**config.mk**
```make
export PLATFORM = sky130hd
export DESIGN_NAME = seg7_scan_mux
export DESIGN_NICKNAME = d
export VERILOG_FILES = /design/src/rtl/seg7_pkg.sv /design/src/rtl/seg7_slot_timer.sv /design/src/rtl/seg7_scan_mux.sv
export SDC_FILE = /design/constraint.sdc
export NUM_CORES = 1
export LEC_CHECK = 0
export ABC_AREA = 1
export CAP_MARGIN = 20
export CORE_ASPECT_RATIO = 0.8
export CORE_UTILIZATION = 49
export DETAILED_ROUTE_END_ITERATION = 7
export PLACE_DENSITY = 0.81
export SETUP_SLACK_MARGIN = 0.2
export SLEW_MARGIN = 20
export SYNTH_ARGS = -nofsm -noshare
export SYNTH_HDL_FRONTEND = slang
export SYNTH_SLANG_ARGS = --single-unit
export TNS_END_PERCENT = 30
```
**constraint.sdc**
```tcl
create_clock -name clk -period 1.9 [get_ports clk]
set_input_delay 0.475 -clock clk [delete_from_list [all_inputs] [get_ports clk]]
set_output_delay 0.475 -clock clk [all_outputs]
set_load 0.05 [all_outputs]
```
**src/rtl/seg7_pkg.sv**
```systemverilog
// seg7_pkg: shared constants for the 7-segment scan multiplexer.
//   SEG_OFF           - active-low "all segments off" pattern (dp included)
//   IDLE/BLANK/SHOW   - 2-bit FSM state encodings
//   clog2()           - counter width helper, never returns less than 1
package seg7_pkg;

    localparam logic [7:0] SEG_OFF = 8'hFF;

    localparam logic [1:0] IDLE  = 2'd0;
    localparam logic [1:0] BLANK = 2'd1;
    localparam logic [1:0] SHOW  = 2'd2;

    // Bits needed to hold values 0..value-1. The minimum is 1 so a
    // 1-entry range still gets a real register.
    function automatic int clog2(input int value);
        int w;
        w = 1;
        while ((1 << w) < value) begin
            w = w + 1;
        end
        return w;
    endfunction

endpackage

```
**src/rtl/seg7_slot_timer.sv**
```systemverilog
// seg7_slot_timer: position counter for the digit scan.
//   clk, rst        - clock, asynchronous active-high reset
//   clear_i         - next edge: cnt=0, idx=0 (takes priority)
//   advance_i       - next edge: step cnt; at slot end cnt=0 and idx steps
//   slot_end_o      - current cnt is the last cycle of the slot
//   frame_wrap_o    - current idx is the last digit of the frame
//   blank_active_o  - slot position after the coming edge lies in the gap
//   idx_next_o      - digit index after the coming edge
// blank_active_o and idx_next_o look one edge ahead so the top level can
// register outputs that already match the new counter values.
module seg7_slot_timer
    import seg7_pkg::*;
#(
    parameter int NUM_DIGITS   = 4,
    parameter int CLK_DIV      = 50000,
    parameter int BLANK_CYCLES = 500,
    localparam int CNT_W = clog2(CLK_DIV),
    localparam int IDX_W = clog2(NUM_DIGITS)
) (
    input  logic             clk,
    input  logic             rst,
    input  logic             clear_i,
    input  logic             advance_i,
    output logic             slot_end_o,
    output logic             frame_wrap_o,
    output logic             blank_active_o,
    output logic [IDX_W-1:0] idx_next_o
);

    localparam logic [CNT_W-1:0] CNT_LAST  = CNT_W'(CLK_DIV - 1);
    localparam logic [CNT_W-1:0] CNT_BLANK = CNT_W'(BLANK_CYCLES);
    localparam logic [IDX_W-1:0] IDX_LAST  = IDX_W'(NUM_DIGITS - 1);

    logic [CNT_W-1:0] cnt_q, cnt_d;
    logic [IDX_W-1:0] idx_q, idx_d;

    assign slot_end_o   = (cnt_q == CNT_LAST);
    assign frame_wrap_o = (idx_q == IDX_LAST);

    // Both counters wrap explicitly; CLK_DIV and NUM_DIGITS need not be
    // powers of two.
    always_comb begin
        cnt_d = cnt_q;
        idx_d = idx_q;
        if (clear_i) begin
            cnt_d = '0;
            idx_d = '0;
        end else if (advance_i) begin
            if (slot_end_o) begin
                cnt_d = '0;
                idx_d = frame_wrap_o ? '0 : idx_q + IDX_W'(1);
            end else begin
                cnt_d = cnt_q + CNT_W'(1);
            end
        end
    end

    assign blank_active_o = (cnt_d < CNT_BLANK);
    assign idx_next_o     = idx_d;

    always_ff @(posedge clk or posedge rst) begin
        if (rst) begin
            cnt_q <= '0;
            idx_q <= '0;
        end else begin
            cnt_q <= cnt_d;
            idx_q <= idx_d;
        end
    end

endmodule

```
**src/rtl/seg7_scan_mux.sv**
```systemverilog
// seg7_scan_mux: time-multiplexes NUM_DIGITS active-low segment patterns
// onto one shared segment bus with active-low anode enables.
//   clk, rst    - clock, asynchronous active-high reset
//   enable      - scan enable; low keeps the display dark
//   seg_in      - digit k pattern in bits [8k+7:8k], digit 0 rightmost
//   seg_out     - active-low segment bus, bit 7 = dp
//   an_out      - active-low digit enables, at most one low
//   frame_tick  - one-cycle pulse on every frame-start edge
// Each slot is BLANK_CYCLES dark cycles followed by CLK_DIV-BLANK_CYCLES
// lit cycles. Patterns are captured only at frame start so a digit never
// changes mid-frame. Requires 1 <= BLANK_CYCLES < CLK_DIV.
module seg7_scan_mux
    import seg7_pkg::*;
#(
    parameter int NUM_DIGITS   = 4,
    parameter int CLK_DIV      = 50000,
    parameter int BLANK_CYCLES = 500
) (
    input  logic                    clk,
    input  logic                    rst,
    input  logic                    enable,
    input  logic [8*NUM_DIGITS-1:0] seg_in,
    output logic [7:0]              seg_out,
    output logic [NUM_DIGITS-1:0]   an_out,
    output logic                    frame_tick
);

    localparam int IDX_W = clog2(NUM_DIGITS);

    logic [1:0]              state_q, state_d;
    logic                    running, clear, frame_start;
    logic                    slot_end, frame_wrap, blank_active;
    logic [IDX_W-1:0]        idx_next;
    logic [8*NUM_DIGITS-1:0] shadow_q, shadow_d;
    logic [7:0]              digit_d [NUM_DIGITS];
    logic [7:0]              seg_d, seg_q;
    logic [NUM_DIGITS-1:0]   an_d, an_q;
    logic                    tick_q;

    seg7_slot_timer #(
        .NUM_DIGITS  (NUM_DIGITS),
        .CLK_DIV     (CLK_DIV),
        .BLANK_CYCLES(BLANK_CYCLES)
    ) u_timer (
        .clk           (clk),
        .rst           (rst),
        .clear_i       (clear),
        .advance_i     (!clear),
        .slot_end_o    (slot_end),
        .frame_wrap_o  (frame_wrap),
        .blank_active_o(blank_active),
        .idx_next_o    (idx_next)
    );

    // Any state other than BLANK/SHOW (including unused encodings) is
    // treated as idle, so the counters are held cleared there and a
    // rising enable always restarts at digit 0.
    assign running = (state_q == BLANK) || (state_q == SHOW);
    assign clear   = !enable || !running;

    // A frame starts when a scan begins from idle or the last digit's
    // slot ends while still enabled.
    assign frame_start = enable &&
                         (!running || ((state_q == SHOW) && slot_end && frame_wrap));

    // The gap/lit decision comes straight from the next slot position.
    assign state_d = !enable ? IDLE : (blank_active ? BLANK : SHOW);

    assign shadow_d = frame_start ? seg_in : shadow_q;

    // Outputs are computed from the post-edge state, index and shadow so
    // they line up with the registers updated on the same edge.
    for (genvar gi = 0; gi < NUM_DIGITS; gi++) begin : g_digit
        assign digit_d[gi] = shadow_d[8*gi +: 8];
        assign an_d[gi]    = !((state_d == SHOW) && (idx_next == IDX_W'(gi)));
    end

    always_comb begin
        seg_d = SEG_OFF;
        if (state_d == SHOW) begin
            seg_d = digit_d[idx_next];
        end
    end

    always_ff @(posedge clk or posedge rst) begin
        if (rst) begin
            state_q  <= IDLE;
            shadow_q <= {NUM_DIGITS{SEG_OFF}};
            seg_q    <= SEG_OFF;
            an_q     <= '1;
            tick_q   <= 1'b0;
        end else begin
            state_q  <= state_d;
            shadow_q <= shadow_d;
            seg_q    <= seg_d;
            an_q     <= an_d;
            tick_q   <= frame_start;
        end
    end

    assign seg_out    = seg_q;
    assign an_out     = an_q;
    assign frame_tick = tick_q;

endmodule
```
Word level (Yosys, flattened, before mapping)
Index checks and enable logic that the tools add are counted.
Word-level totals
  memories: 0
  bits in latches: 0
  bits in writable memories: 0
  ROM bits: 0
  logic and storage cells: 49
  register bits: 65
  input bits: 35
Operators by class
  reduce and logical (&&, ||, !) cells: 17
  magnitude comparators: 2
  $add $sub $neg: 2
  equality and inequality tests: 8
  shift operators: 0
  bitwise operators: 1
  multiplexer cells: 12
  divide/modulo/power cells: 0
  multiply operators: 0
Operators by type and width (count)
  16-bit 2-to-1 mux: 2
  32-bit 2-to-1 mux: 1
  8-bit 2-to-1 mux: 3
  16-bit by 1-bit adder with 16-bit output, second input constant: 1
  8-bit binary-select mux with 2-bit select: 1
  16-bit == test, second input constant: 1
  16-bit by 9-bit less-than comparator with 1-bit output, second input constant: 1
  2-bit == test, second input constant: 5
  2-bit 2-to-1 mux: 5
  1-bit logical AND: 7
  1-bit zero test: 6
  2-bit by 1-bit == test with 1-bit output, second input constant: 2
  3-bit >= comparator, second input constant: 1
  1-bit logical OR: 3
  2-bit inverter with 3-bit output: 1
  2-bit by 1-bit adder with 2-bit output, second input constant: 1
  2-bit zero test: 1

Logic depth before layout (Yosys ltp)
Gate-level depths: netlist of run 1.
  word-level depth: 11
  depth in mapped cells: 14

Modules after synthesis
Synthesis of run 1 repeated with hierarchy kept, for this count alone.
Unflattened totals
  cell total of the unflattened synthesis: 493
  area total of the unflattened synthesis: 3762.4 um^2
Modules (own cells, without submodules)
  seg7_scan_mux: sequential area each 1231.2 um^2, area an instance 2476.1 um^2, cells an instance 306, times used 1
  seg7_slot_timer: sequential area each 450.4 um^2, area an instance 1286.2 um^2, cells an instance 187, times used 1

Worst setup path before layout of run 1
OpenSTA, ideal clock, no wires.
  path kind: register to register
  start point: register u_timer.cnt_q[0]
  end point: register state_q[1]
  path slack: 0.217 ns
  cell stages (with the launch flop): 12
  arrival: 1.562 ns
  required time: 1.779 ns
  clock period less this slack: 1.683 ns
  library setup time: 0.121 ns
  path buffers: 1
  cell sequence: dfrtp_1 > ha_1 > nand3_2 > inv_1 > nand2_1 > inv_1 > or2_2 > nand3_1 > nor2_1 > nand2_1 > nand3_2 > buf_6
On the way
  word-level cells in the longest chain between the ends: 6
  elaborated cells on any way between the ends: 7
  classes of those cells: add/sub: 1; order compare: 1; eq/ne: 1; mux: 4
RTL lines
  from (decl): line seg7_slot_timer.sv:34  | logic [CNT_W-1:0] cnt_q, cnt_d;
  from (signal assigned): line seg7_slot_timer.sv:66  | cnt_q <= cnt_d;
  16-bit by 1-bit adder with 16-bit output or 16-bit == test (tied branches): line seg7_slot_timer.sv:53, seg7_slot_timer.sv:37
  16-bit 2-to-1 mux (*): line seg7_slot_timer.sv:49  | if (slot_end_o) begin
  16-bit 2-to-1 mux (*): line seg7_slot_timer.sv:45  | if (clear_i) begin
  16-bit by 9-bit less-than comparator with 1-bit output (*): line seg7_slot_timer.sv:58  | assign blank_active_o = (cnt_d < CNT_BLANK);
  2-bit 2-to-1 mux (*) (2 in a row): line seg7_scan_mux.sv:67  | assign state_d = !enable ? IDLE : (blank_active ? BLANK : SHOW);
  net state_d[1]: line seg7_scan_mux.sv:30  | logic [1:0] state_q, state_d;
  to (signal assigned): line seg7_scan_mux.sv:93  | state_q <= state_d;
  to (decl): line seg7_scan_mux.sv:30
Mark *: on every way through the listed nets, which the timed path passes. The rest lies on a longest branch.

Worst setup path after layout of run 1
  start point: register u_timer.cnt_q[8]
  end point: register seg_q[2], in the netlist seg_out[2]
On the way
  word-level cells in the longest chain between the ends: 10
  elaborated cells on any way between the ends: 20
  classes of those cells: add/sub: 1; order compare: 1; eq/ne: 2; mux: 11; bitwise: 1; reduce/logical: 4
RTL lines
  branches (longest 9 deep; another with 16-bit by 1-bit adder with 16-bit output)
  8-bit 2-to-1 mux (*): line seg7_scan_mux.sv:80  | if (state_d == SHOW) begin
  net seg_d[2]: line seg7_scan_mux.sv:36  | logic [7:0] seg_d, seg_q;
  to (signal assigned): line seg7_scan_mux.sv:95  | seg_q <= seg_d;
  to (decl): line seg7_scan_mux.sv:36
Mark *: on every way through the listed nets, which the timed path passes. The select of a mux whose other input is x is not followed.

==> out/qor.txt, run 1 <==
first-pass GRT wire length = 15.2 mm
Worst Reg-to-Reg Cells = 13
combinational family with the most area after synthesis = simple AND/OR/NAND/NOR gates
PnR worst setup slack = -28.1 ps
P_leak = 2.35 nW
gr usage total = 29.6%
fin crit period = 1930 ps
Worst Path Max Fanout = 7
Synth-to-Final Area Change = 50.0%
CTS Buffer Depth = 2
final setup vio count = 6
startpoint types = register
Critical Path RT = 2170 ps
Final ANT Viol Nets = 0
hold_ws = 474 ps
crit path capture type = register
TritonCTS clock tree = yes
Max Cap Viol = 0
routability-driven placement congestion ratio = 0.930
post-synthesis compound-gate area fraction = 0.306%
Clock transition at path regs = 70 ps
fin util = 76.6%
Area contributors post-synth = dfstp_2 35%, dfrtp_1 16%, nand2_1 16%
FP Rows = 26
wire per inst = 17.4 um
drt pass-1 iters = 5
total grt overflow = 0
die height = 75.1 um
critical path class = reg -> reg
failing checks = setup timing
Clock Sinks = 65
slew margin rel. = 76.4%
Yosys top cell area share = 35.3%
Post-Synthesis Cells = 397
final period utilization = 101%
port buffer count = 47
Peak Freq = 519 MHz
H-tree depth = 3
vias in the first global route = 3,083
Hold Path Stages = 2
CORE AREA = 0.00641 mm2
synth warn = 0
mux share of post-synthesis cell area = 0%
Post-Route WL = 10.5 mm
First DRT Iteration DRCs = 299
Seq/Total Area, Yosys = 51.3%
io pins = 48
worst-skew pair later-pin latency = 360 ps
placed wire-length estimate = 5.56 mm
Final Slew Violations = 0
Worst Skew = 12.4 ps
largest net degree at the start of global routing = 66
Peak VDD IR = 441 uV
Max stage delay cell, worst path = dfrtp_1
crit path DAT = 2200 ps
post-synth top area cell = dfstp_2
initial core utilization = 51.1%
worst slew pin tran = 352 ps
Net count, final = 552
worst-path cell chain = nand2_2, clkinv_1, nand2_2, nor2_4, buf_4, nand2_8, nand2_4, inv_4, nand3_2, nor2_2, nand2_2, nand3_4, nand2_1
Num CTS Buffers = 9
RSZ-0062 raised after global routing = true
layout cell share with drive strength beyond 1 = 48.5%
Mapped Avg Cell Area = 8.25 um2
worst hold path class = reg -> reg
dpl ws = -365 ps
Synth Area in XOR/XNOR = 1.07%
die area = 0.00702 mm2
Root Driver = clkbuf_8
Fin. Hold Viols = 0
pwr dens = 686 mW/mm2
Post-Synth Adder-Cell Area = 1.15%
Slowest Stage Delay on Critical Path = 430 ps
antenna violations before repair = 0
CP most frequent cell = nand2_2
Synth Cell Area = 0.00328 mm2
Antenna diodes = 0
Net Count, Synth = 435
post-synthesis simple-gate area fraction = 38.7%
Via density = 5.42
Vias = 3,263
status = finished with violations
# DRC = 0
Synth Register Bits = 65
Distinct cells, synth = 23
Die Width = 93.4 um
[routing by layer]
layer	global-route usage [%]	part of all wire, %	up-vias
met5	0	0	-
met4	15.2	2.9	0
met3	8.69	7.0	38
met2	48.4	50	164
met1	36.4	40	1596
li1	-	-	1465
[registers in the layout, indices dropped and copies added, names as in the netlist]
signal	flops
u_timer.cnt_q	16
seg_out	8
shadow_q	32
u_timer.idx_q	2
an_out	4
frame_tick	1
state_q	2
[cell usage in the layout, fill, tap and decap left out, drive strengths merged]
cell type and instances:
clkdlybuf4s50 33, xor2 4, nand4 2, nand2 166, buf 80, nor3 4
or2 2, ha 3, nor2 43, o21ai 2, clkinvlp 1, dfstp 44
dlygate4sd2 1, clkinv 1, clkbuf 15, nand3 56, inv 40, dfrtp 21
[timing repair]
item | CTS | global route
gates resized for setup | 42 | 45
pin swaps | 29 | 30
buffers inserted | 19 | 7
setup endpoints to repair | 29 | 33
hold buffers | 0 | 0
cloned | 5 | 0
[report_power, final]
group / internal [W] / switching [W] / leakage (nW)
Clock: 0.000734 / 0.000534 / 0.112
Combinational: 0.000258 / 0.000267 / 1.49
Sequential: 0.00154 / 0.0000391 / 0.746
Total: 0.00253 / 0.000839 / 2.35
[worst max-delay path: cells and delay by family (launching register included)]
family	cells	cell delay, ps
buffers and inverters	3	340
and+or+nand+nor	10	1070
DFF	1	430
[synth_stat cells (all sizes together)]
cell / count
nand2: 166
nand3: 55
dfstp: 44
inv: 41
nor2: 41
dfrtp: 21
buf: 8
nor3: 4
xor2: 4
clkbuf: 3
ha: 3
nand4: 2
o21ai: 2
or2: 2
clkinv: 1
[worst paths after layout]
kind	slack (ps)	startpoint	end
max	-30	u_timer.cnt_q[8]$_DFF_PP0_	seg_out[2]$_DFF_PP1_
min reg2reg	470	shadow_q[18]$_DFF_PP1_	shadow_q[18]$_DFF_PP1_
min	470	shadow_q[18]$_DFF_PP1_	shadow_q[18]$_DFF_PP1_
min in group asynchronous	550	rst	u_timer.cnt_q[12]$_DFF_PP0_
max in group asynchronous	1020	rst	shadow_q[23]$_DFF_PP1_
max reg2reg	-30	u_timer.cnt_q[8]$_DFF_PP0_	seg_out[2]$_DFF_PP1_
[final cells by class]
type	instances	area, um2
Clock buffer	15	219
Tap cell	84	105
Sequential cell	65	1690
Timing Repair Buffer	114	1090
Inverter	42	171
Multi-Input combinational cell	282	1650
Fill cell	385	1500
[cells by family (layout without fill, tap and decap cells)]
logic type | Yosys count | count (layout)
buffers and inverters | 53 | 171
adders and majority gates | 3 | 3
DFF | 65 | 65
and+or+nand+nor | 270 | 273
AOI/OAI and AO/OA | 2 | 2
xor gates and xnor gates | 4 | 4
[stage by stage]
step	area [um2]	power (W)	cells	TNS, ps
after floorplan	3280	0.00179	397	0
after global placement	4090	0.00199	556	-5410
after detailed placement	4090	0.00201	556	-6020
after CTS	4720	0.00331	595	0
after global routing	4910	0.00349	602	-956
final	4910	0.00337	602	-93.1
Power figures use the tool's default switching activity.
==> run 2, diff against run 1 <==
==> constraint.sdc (replaced) <==
create_clock -name clk -period 1.9 [get_ports clk]
set_input_delay 0.57 -clock clk [delete_from_list [all_inputs] [get_ports clk]]
set_output_delay 0.57 -clock clk [all_outputs]
set_load 0.05 [all_outputs]
==> run 2 against run 1 <==
The flow still finishes with violations (setup timing). First-iteration DRC count rose by 27%. Sequential power barely moved. Critical path type unchanged. Clock power rose by 5%. Total power rose by 4.1%. Clock skew barely moved. Largest cell class is now multi-input combinational cells. Worst hold slack got worse by 1.3 ps. Clock-buffer cell count fell by 6. Non-clock buffer count rose by 3.
==> out/qor.txt, run 2 (same netlist as run 1, synthesis figures left out) <==
status = finished with violations (unchanged)
failing checks = setup timing (unchanged)
worst-path cell chain = nor2_1, nand2_1, nor2_4, buf_6, nand2_8, nand2_4, nand3_4, inv_4, nor2_4, buf_6, nand2_1, nand2_1, nor2_2, nand2_1 (was nand2_2, clkinv_1, nand2_2, nor2_4, buf_4, nand2_8, nand2_4, inv_4, nand3_2, nor2_2, nand2_2, nand3_4, nand2_1)
gr usage total = 32.1% (was 29.6%)
Multi-input gate area = 0.00177 mm2 (was 0.00165 mm2)
largest net degree at the start of global routing = 66 (unchanged)
PnR worst setup slack = -290 ps (was -28.1 ps)
filler instances = 329 (was 385)
vias in the first global route = 3,234 (was 3,083)
CORE AREA = 0.00641 mm2 (unchanged)
Max Cap Viol = 0 (unchanged)
commonest non-fill, non-tap cells in the layout = 98 x nand2_1, 54 x buf_4, 52 x nand2_2, 44 x dfstp_2, 41 x nand3_1 (was 106 x nand2_1, 66 x buf_4, 52 x nand2_2, 44 x dfstp_2, 41 x nand3_1)
layout cell share with drive strength beyond 1 = 52.7% (was 48.5%)
Sw Pwr = 0.000926 W (was 0.000839 W)
part of the power in combinational logic = 16.8% (was 15.6%)
P_leak = 2.45 nW (was 2.35 nW)
dpl ws = -350 ps (was -365 ps)
die height = 75.1 um (unchanged)
Area after DPL = 0.00424 mm2 (was 0.00409 mm2)
io pins = 48 (unchanged)
reg-to-reg startpoint = u_timer.cnt_q[12]$_DFF_PP0_ (was u_timer.cnt_q[8]$_DFF_PP0_)
port buffer count = 47 (unchanged)
total grt overflow = 0 (unchanged)
first-pass GRT wire length = 16.3 mm (was 15.2 mm)
Worst Skew = 12.1 ps (was 12.4 ps)
worst slew pin tran = 498 ps (was 352 ps)
Num CTS Buffers = 9 (unchanged)
Max stage delay cell, worst path = dfrtp_2 (was dfrtp_1)
Slowest Stage Delay on Critical Path = 470 ps (was 430 ps)
Worst Path Max Fanout = 5 (was 7)
Vias = 3,468 (was 3,263)
dpl cells = 558 (was 556)
# DRC = 0 (unchanged)
placed wire-length estimate = 5.50 mm (was 5.56 mm)
R2R Setup Slk = -290 ps (was -30 ps)
Seq pwr share = 45.1% (was 46.8%)
initial core utilization = 51.1% (unchanged)
Post-Route WL = 12.1 mm (was 10.5 mm)
Hold EP = shadow_q[13]$_DFF_PP1_ (was shadow_q[18]$_DFF_PP1_)
commonest non-fill, non-tap cell in the layout = nand2_1 (unchanged)
CP most frequent cell = nand2_1 (was nand2_2)
Worst Reg-to-Reg Cells = 14 (was 13)
Net count, final = 553 (was 552)
RR Endpoint = seg_out[5]$_DFF_PP1_ (was seg_out[2]$_DFF_PP1_)
CTS Buffer Depth = 2 (unchanged)
final setup vio count = 15 (was 6)
Crit. path cell count = 14 (was 13)
drt pass-1 iters = 8 (was 5)
Int Power = 0.00258 W (was 0.00253 W)
First DRT Iteration DRCs = 380 (was 299)
total negative slack = -2170 ps (was -93.1 ps)
Non-Filler Instances = 604 (was 602)
routability-driven placement congestion ratio = 0.907 (was 0.930)
Top reg by flops = shadow_q (unchanged)
critical path class = reg -> reg (unchanged)
Via density = 5.74 (was 5.42)
worst hold path class = reg -> reg (unchanged)
Min-Delay Startpoint = shadow_q[13]$_DFF_PP1_ (was shadow_q[18]$_DFF_PP1_)
Clock transition at path regs = 80 ps (was 70 ps)
slew margin rel. = 66.6% (was 76.4%)
Hold Path Stages = 2 (unchanged)
H-tree depth = 3 (unchanged)
crit path DAT = 2460 ps (was 2200 ps)
Peak Freq = 457 MHz (was 519 MHz)
cts hold-fix bufs = 0 (unchanged)
Final Slew Violations = 0 (unchanged)
RSZ-0062 raised after global routing = true (unchanged)
pwr dens = 668 mW/mm2 (was 686 mW/mm2)
Fin. Hold Viols = 0 (unchanged)
TritonCTS clock tree = yes (unchanged)
Die Width = 93.4 um (unchanged)
Final ANT Viol Nets = 0 (unchanged)
WP buf/inv = 3 (unchanged)
Critical Path RT = 2170 ps (about the same)
Crit path max-delay family = simple AND/OR/NAND/NOR gates (unchanged)
final period utilization = 115% (was 101%)
Synth-to-Final Area Change = 60.2% (was 50.0%)
max reg flops = 32 (unchanged)
antenna violations before repair = 0 (unchanged)
startpoint types = register (unchanged)
Reg area = 0.00169 mm2 (about the same)
fin crit period = 2190 ps (was 1930 ps)
Post-Layout Inst Area = 0.00525 mm2 (was 0.00491 mm2)
Switching Fraction = 26.4% (was 24.9%)
fin util = 81.9% (was 76.6%)
FP Rows = 26 (unchanged)
Clock Sinks = 65 (unchanged)
die area = 0.00702 mm2 (unchanged)
clock power share = 38.1% (was 37.6%)
Antenna diodes = 0 (unchanged)
Root Driver = clkbuf_8 (unchanged)
wire per inst = 20.1 um (was 17.4 um)
worst-skew pair later-pin latency = 350 ps (was 360 ps)
Peak VDD IR = 481 uV (was 441 uV)
crit path capture type = register (unchanged)
## run 2: cell count changes in the layout (fill, tap and decap cells not counted), sizes merged
| cell | delta |
|---|---|
| clkbuf | -6 |
| buf | +3 |
| inv | +3 |
| bufinv | +2 |
| nor2 | -2 |
| clkinv | +1 |
| clkinvlp | +1 |
## run 2: how the worst max path moves through the flow
stage | start | to
after global routing | u_timer.cnt_q[7]$_DFF_PP0_ | seg_out[5]$_DFF_PP1_
after CTS | u_timer.cnt_q[1]$_DFF_PP0_ | seg_out[7]$_DFF_PP1_
after detailed placement | enable | seg_out[7]$_DFF_PP1_
after floorplan | enable | seg_out[2]$_DFF_PP1_
after global placement | enable | state_q[0]$_DFF_PP0_
final | u_timer.cnt_q[12]$_DFF_PP0_ | seg_out[5]$_DFF_PP1_
## run 2: worst reg2reg max path, delay by kind of cell, from the launching register on
family,cells,cell delay [ps]
simple gates,11,1270
flops,1,470
buf+inv,3,380
## run 2: layout make-up
class                   instances  share of cell area (%)
clock buffers                   9                    2.36
clock inverters                 7                    1.91
inverters                      42                    3.36
multi-input cells             280                    33.7
flip-flops and latches         65                    32.2
well taps                      84                    2.00
repair buffers                117                    24.5
## run 2: power groups by stage
stage	Combinational [W]	Clock [W]	Sequential (W)
floorplan	0.000209	0	0.00158
global placement	0.000414	0	0.00158
detailed placement	0.000423	0	0.00159
CTS	0.000501	0.00135	0.00157
global route	0.000629	0.00141	0.00159
finish	0.000590	0.00133	0.00158
## run 2: timing repair
item | CTS | global route
gates resized for setup | 58 | 70
setup endpoints to repair | 32 | 48
pin swaps | 26 | 50
buffers inserted | 19 | 7
cloned | 4 | 0
## run 2: per-layer routing
metal / vias up / part of all wire (%) / global-route usage (%)
met1: 1607 / 37 / 39.5
met2: 299 / 45 / 50.6
li1: 1462 / - / -
met5: - / 0 / 0
met3: 100 / 11 / 9.19
met4: 0 / 6.4 / 20.5
## run 2: per-stage QoR
step / hold WS [ps] / total power, W
2_1_floorplan: 430 / 0.00179
3_3_place_gp: 444 / 0.00200
3_5_place_dp: 455 / 0.00201
4_1_cts: 473 / 0.00342
5_1_grt: 490 / 0.00362
6_report: 472 / 0.00351
